[src/rtl/alu_arbiter.sv]
// alu_arbiter: round-robin sharing of one combinational ALU between two
// requesters. One operation in flight at a time: accept (IDLE), execute
// (EXEC), respond (RESP). Operands and results are held in registers.
module alu_arbiter #(
  parameter int W = 32
) (
  input  logic         clk,
  input  logic         rst_n,
  input  logic         req0_valid,
  output logic         req0_ready,
  input  logic [W-1:0] req0_op1,
  input  logic [W-1:0] req0_op2,
  input  logic [3:0]   req0_aluop,
  input  logic         req1_valid,
  output logic         req1_ready,
  input  logic [W-1:0] req1_op1,
  input  logic [W-1:0] req1_op2,
  input  logic [3:0]   req1_aluop,
  output logic [W-1:0] alu_op1,
  output logic [W-1:0] alu_op2,
  output logic [3:0]   alu_aluop,
  input  logic [W-1:0] alu_res,
  output logic         rsp0_valid,
  input  logic         rsp0_ready,
  output logic         rsp1_valid,
  input  logic         rsp1_ready,
  output logic [W-1:0] rsp_res,
  output logic         rsp_illegal,
  output logic         busy
);

  typedef enum logic [1:0] {
    IDLE = 2'd0,
    EXEC = 2'd1,
    RESP = 2'd2
  } state_t;

  state_t state;
  logic   own;
  logic   prio;
  logic   grant;
  logic   own_ready;

  // Only the five codes the shared ALU implements are considered legal.
  function automatic logic is_illegal(input logic [3:0] op);
    logic ill;
    case (op)
      4'b0000: ill = 1'b0;  // AND
      4'b0001: ill = 1'b0;  // OR
      4'b0010: ill = 1'b0;  // ADD
      4'b0110: ill = 1'b0;  // SUB
      4'b0111: ill = 1'b0;  // unsigned GT
      default: ill = 1'b1;
    endcase
    return ill;
  endfunction

  // Pick the requester to serve: a lone requester wins, a tie goes to prio.
  always_comb begin
    grant = 1'b0;
    if (req0_valid && req1_valid) begin
      grant = prio;
    end else if (req1_valid) begin
      grant = 1'b1;
    end else begin
      grant = 1'b0;
    end
  end

  // Handshake only in IDLE; grant guarantees at most one ready is high.
  always_comb begin
    req0_ready = (state == IDLE) && req0_valid && (grant == 1'b0);
    req1_ready = (state == IDLE) && req1_valid && (grant == 1'b1);
  end

  // Response consumed by the owning requester; the other ready is ignored.
  always_comb begin
    own_ready = 1'b0;
    if (own == 1'b1) begin
      own_ready = rsp1_ready;
    end else begin
      own_ready = rsp0_ready;
    end
  end

  // Main FSM with all registered outputs: capture, execute, respond.
  always_ff @(posedge clk or negedge rst_n) begin
    if (!rst_n) begin
      state       <= IDLE;
      own         <= 1'b0;
      prio        <= 1'b0;
      alu_op1     <= {W{1'b0}};
      alu_op2     <= {W{1'b0}};
      alu_aluop   <= 4'b0000;
      rsp_res     <= {W{1'b0}};
      rsp_illegal <= 1'b0;
      rsp0_valid  <= 1'b0;
      rsp1_valid  <= 1'b0;
      busy        <= 1'b0;
    end else begin
      case (state)
        IDLE: begin
          if (req0_ready) begin
            alu_op1   <= req0_op1;
            alu_op2   <= req0_op2;
            alu_aluop <= req0_aluop;
            own       <= 1'b0;
            busy      <= 1'b1;
            state     <= EXEC;
          end else if (req1_ready) begin
            alu_op1   <= req1_op1;
            alu_op2   <= req1_op2;
            alu_aluop <= req1_aluop;
            own       <= 1'b1;
            busy      <= 1'b1;
            state     <= EXEC;
          end else begin
            state <= IDLE;
          end
        end
        EXEC: begin
          // The ALU is combinational on the registered operands.
          rsp_res     <= alu_res;
          rsp_illegal <= is_illegal(alu_aluop);
          rsp0_valid  <= ~own;
          rsp1_valid  <= own;
          state       <= RESP;
        end
        RESP: begin
          if (own_ready) begin
            prio       <= ~own;
            rsp0_valid <= 1'b0;
            rsp1_valid <= 1'b0;
            busy       <= 1'b0;
            state      <= IDLE;
          end else begin
            state <= RESP;
          end
        end
        default: begin
          rsp0_valid <= 1'b0;
          rsp1_valid <= 1'b0;
          busy       <= 1'b0;
          state      <= IDLE;
        end
      endcase
    end
  end

endmodule

[config.mk]
export PLATFORM = sky130hd
export DESIGN_NAME = alu_arbiter
export DESIGN_NICKNAME = d
export VERILOG_FILES = /design/src/rtl/alu_arbiter.sv
export SDC_FILE = /design/constraint.sdc
export NUM_CORES = 1
export LEC_CHECK = 0
export CORE_ASPECT_RATIO = 1.5
export CORE_MARGIN = 5
export CORE_UTILIZATION = 40
export CTS_CLUSTER_SIZE = 8
export DETAILED_ROUTE_END_ITERATION = 8
export GPL_TIMING_DRIVEN = 0
export PLACE_DENSITY = 0.82
export SLEW_MARGIN = 10
export SYNTH_ARGS = -nofsm -noshare
export SYNTH_HDL_FRONTEND = slang
export SYNTH_SLANG_ARGS = --single-unit
export TNS_END_PERCENT = 50
[constraint.sdc]
create_clock -name clk -period 1.91 [get_ports clk]
set_input_delay 0.382 -clock clk [delete_from_list [all_inputs] [get_ports clk]]
set_output_delay 0.382 -clock clk [all_outputs]
set_load 0.02 [all_outputs]
# == After elaboration in Yosys (flattened, before gate mapping) ==
# Cells that the tools add are included.
# W data, S select, Z words.
# word_totals
output_inout_bits,106
register_bits,108
# op_classes
mux,21
n_reduce_logical,13
n_eq_ne,8
bitwise,4
# ops
cell,n
$mux W32,4
$mux W1,10
$pmux W1 S3,3
$eq A4 B3 Y1 const B,2
$mux W4,2
$pmux W2 S3,1
$reduce_and A2 Y1,3
$logic_and A1 B1 Y1,5
$reduce_or A5 Y1,1
$eq A4 B1 Y1 const B,1
$eq A4 B2 Y1 const B,1
$logic_not A4 Y1,1
$not A1 Y1,4
$ne A3 B3 Y1 const B,1
$reduce_and A3 Y1,1
$eq A2 B1 Y1 const B,1
$eq A2 B2 Y1 const B,1
$logic_not A2 Y1,1
$mux W2,1
$ne A2 B2 Y1 const B,1
$reduce_bool A2 Y1,1

# == Longest topological paths before layout ==
# depth
ltp_word,6
depth_mapped,7
depth_no_buf,3

# == Least setup slack after synthesis ==
# OpenSTA, ideal clock, no wires.
# synth_timing
path_type,flip-flop to output port
startpoint,register state[1]
endpoint,output req0_ready
path_stages_with_launch,7
setup_slack_ns,0.288
t_required_ns,1.528
arrival_ns,1.240
path_buffers,3
path_cell_list,dfrtp_1 -> buf_6 -> nor2_4 -> nand3_2 -> buf_2 -> buf_2 -> inv_1
# synth_between
elab_chain_len,3
# synth_lines
item,line,rtl
"start, declared",38,state_t state;
"start signal, assigned",89,state <= IDLE;
"start signal, assigned",109,state <= EXEC;
"start signal, assigned",116,state <= EXEC;
$logic_not A2 Y1,72,req0_ready = (state == IDLE) && req0_valid && (grant == 1'b0);
$logic_and A1 B1 Y1 (2 in a row),72,
"end, declared",10,"output logic req0_ready,"
# No other way between the ends.

# == Worst setup path in the final report ==
# layout_timing
startpoint,register state[0]
endpoint,output req0_ready
# Same word-level chain as after synthesis.

==> run_results.csv <==
group,metric,value,unit
outcome,status,"finished, final reports clean",
clock_tree,cts_tree,"built",
cells_and_area,drive_above_1_share,0.1112,
detailed_routing,detail_route.wl_per_cell,19.73,µm
clock_tree,cts-root-buf,"clkbuf_16",
placement,io_buffers,278,
cells_and_area,final_nets,978,
die,core,12950,µm²
worst_setup_path,setup.worst_path.end_class,"primary output",
yosys,seq_area_frac_synth,0.5154,
timing,final-setup-viol-count,0,
detailed_routing,drtAntennaViolNets,0,
yosys,synth.distinct_cells,32,
die,die_y,150.2,µm
timing,hold_viol,0,
placement,placed_area,8254,µm²
timing,relSlewSlack,0.5776,
detailed_routing,first_pass_iters,5,
worst_setup_path,start_kind,"register",
yosys,synth-edff-count,0,
cells_and_area,design_area,8721,µm²
pwr,leakagePower,3.563,nW
detailed_routing,vias_per_cell,5.598,
worst_setup_path,crit_chain,"buf_6 > nor2_4 > buf_12 > nand3_4 > buf_12 > clkinv_4 > buf_6",
pwr,power.density,1586,nW/µm²
detailed_routing,wl_met3,1.662,mm
yosys,async_flop_share,1.000,
min_path,holdCritPathClass,"register to register",
global_route,first_global_vias,5700,
global_route,grt-ovfl-total,0,
pwr,totalPowerFinal,13.83,mW
cells_and_area,diodes,0,
yosys,postSynthAreaPerCell,10.47,µm²
detailed_routing,drt_wl_total,19.09,mm
die,ios,280,
clock_tree,clk_latency,0.34,ns
worst_setup_path,crit_arrival,1.50,ns
flow_run,cap_violations,0,
die,rows,51,
global_route,grt_max_degree,69,
detailed_routing,drcViolationCount,0,
die,fp.dieArea,15550,µm²
global_route,grt_use_total,0.2402,
worst_setup_path,crit_fanout,7,
cells_and_area,finish.utilization,0.6732,
detailed_routing,route.met2.wl,10.17,mm
timing,setup_tns,0,ns
global_route,antenna_found_initial,0,
cells_and_area,syn_to_final_growth,66.31,%
worst_setup_path,crit_required,1.53,ns
timing,min_period,1.878,ns
yosys,syn_area,5244,µm²
detailed_routing,wl_met1,6.684,mm
clock_tree,cts_inserted_buffers,9,
die,start_util,0.4048,
worst_setup_path,crit_path_top_delay_cell,"dfrtp_1",
yosys,syn_inst,501,
worst_setup_path,cp_slowest_stage_delay,0.39,ns
yosys,ys_warn_count,0,
detailed_routing,routed.top_layer,"met4",
worst_setup_path,crit_type,"register to primary output",
clock_tree,ctsHtreeMaxLevel,3,
timing,slew_viol_final,0,
yosys,mappedNetlistNets,675,
detailed_routing,drtIter0Drc,204,
global_route,grt_pass1_wl,29.06,mm
pwr,peakVddDrop,837.2,µV
timing,skew,0.006142,ns
yosys,ys_ff_latch,108,
clock_tree,clk_pin_slew,0.08,ns
die,die_w,103.5,µm
timing,min_period_over_period,0.9833,
clock_tree,clock-sinks,108,
timing,grt_setup_unrepaired,"yes",
cells_and_area,nFillCells,980,
detailed_routing,vias,5419,
placement,hpwl,14.65,mm
clock_tree,clock_path_buffers,2,
timing,worstMarginPinSlew,0.6335,ns
timing,max_freq,0.5325,GHz
yosys,synth_ff_type,"dfrtp_1",
placement,place.gp.congestion,0.9210,
-- cell usage in the layout, fill, tap and decap left out, types with 13 or more instances in the layout --
cell,synthesis,routed
o2111ai_1,68,68
clkdlybuf4s50_1,0,274
dfrtp_1,108,108
mux2_2,32,32
buf_4,2,13
o211ai_1,68,68
inv_1,72,71
o21ai_0,59,59
clkbuf_1,39,39
-- synth_stat cells, drive strengths merged, types with 2 or more instances --
master | number | area share
clkbuf | 39 | 0.028
dfrtp | 108 | 0.52
buf | 19 | 0.024
inv | 73 | 0.052
mux2i | 2 | 0.0038
o2bb2ai | 2 | 0.0033
mux2 | 32 | 0.069
o2111ai | 68 | 0.11
o21ai | 69 | 0.066
nor2 | 4 | 0.0052
o211ai | 68 | 0.097
nor2b | 2 | 0.0024
nand2 | 2 | 0.0014
-- worst max-delay path, delay by kind of cell (launching register included) --
kind | cells | cell delay [ns]
buffers and inverters | 5 | 0.55
DFF | 1 | 0.39
and+or+nand+nor | 2 | 0.20
-- power breakdown --
group	internal (mW)	total, mW	leakage [nW]	switching, mW
combinational	3.79	7.88	2.11	4.10
sequential	3.43	4.05	1.31	0.616
clock	1.03	1.90	0.146	0.875
-- cells by family (layout without fill, tap and decap cells) --
logic type | Yosys count | in the layout | synth area share
AO/OA/AOI/OAI | 214 | 214 | 0.2906
buffers and inverters | 131 | 439 | 0.1040
flip-flops | 108 | 108 | 0.5154
multiplexers | 34 | 34 | 0.07254
AND/OR/NAND/NOR | 14 | 14 | 0.01742
-- what timing repair did --
item	4_1_cts	5_1_grt
endpoints found under the setup margin	2	3
endpoints found under the hold margin	40	0
pin swaps	2	1
resized for setup	21	1
hold buffers	1	0
cloned	0	1
setup buffers	5	8
-- flip-flops by register name, indices dropped and copies added (netlist names) --
| signal | cells |
|---|---|
| rsp_illegal | 1 |
| busy | 1 |
| rsp0_valid | 1 |
| alu_aluop | 4 |
| rsp1_valid | 1 |
| state | 2 |
| own | 1 |
| prio | 1 |
| alu_op2 | 32 |
| alu_op1 | 32 |
| rsp_res | 32 |
-- through the flow --
| stage | instances | hold slack, ns | setup WS [ns] |
|---|---|---|---|
| after floorplan | 501 | 0.08641 | 0.2880 |
| after global placement | 938 | 0.4645 | -3.624 |
| after detailed placement | 939 | 0.3214 | -0.6787 |
| after CTS | 959 | 0.4868 | -0.01668 |
| after global routing | 968 | 0.5138 | -0.02188 |
| final | 968 | 0.4816 | 0.03197 |
-- layout make-up --
class	count	area, µm²	area share
timing repair buffer	294	2955	0.3389
sequential	108	2703	0.3099
multi-input combinational	262	2003	0.2297
buffer	56	282.8	0.03242
inverter	73	279.0	0.03199
clock buffer	9	225.2	0.02582
tap	159	198.9	0.02281
clock inverter	7	73.82	0.008465
-- path summary, 6_finish.rpt --
check	from	to	slack [ns]	cells past startpoint
min in group asynchronous	rst_n	alu_op2[15]	0.51	2
max	state[0]	req0_ready	0.03	7
min reg2reg	rsp_illegal	rsp_illegal	0.48	2
max in group asynchronous	rst_n	rsp_res[30]	0.73	3
max reg2reg	state[0]	alu_op2[3]	0.12	7
min	rsp_illegal	rsp_illegal	0.48	2
-- layer usage --
metal | track usage | vias up
met5 | 0 | -
met4 | 0.09721 | 0
met3 | 0.05934 | 42
met2 | 0.4310 | 260
met1 | 0.2647 | 2643
li1 | - | 2474
(Power assumes the default switching activity.)
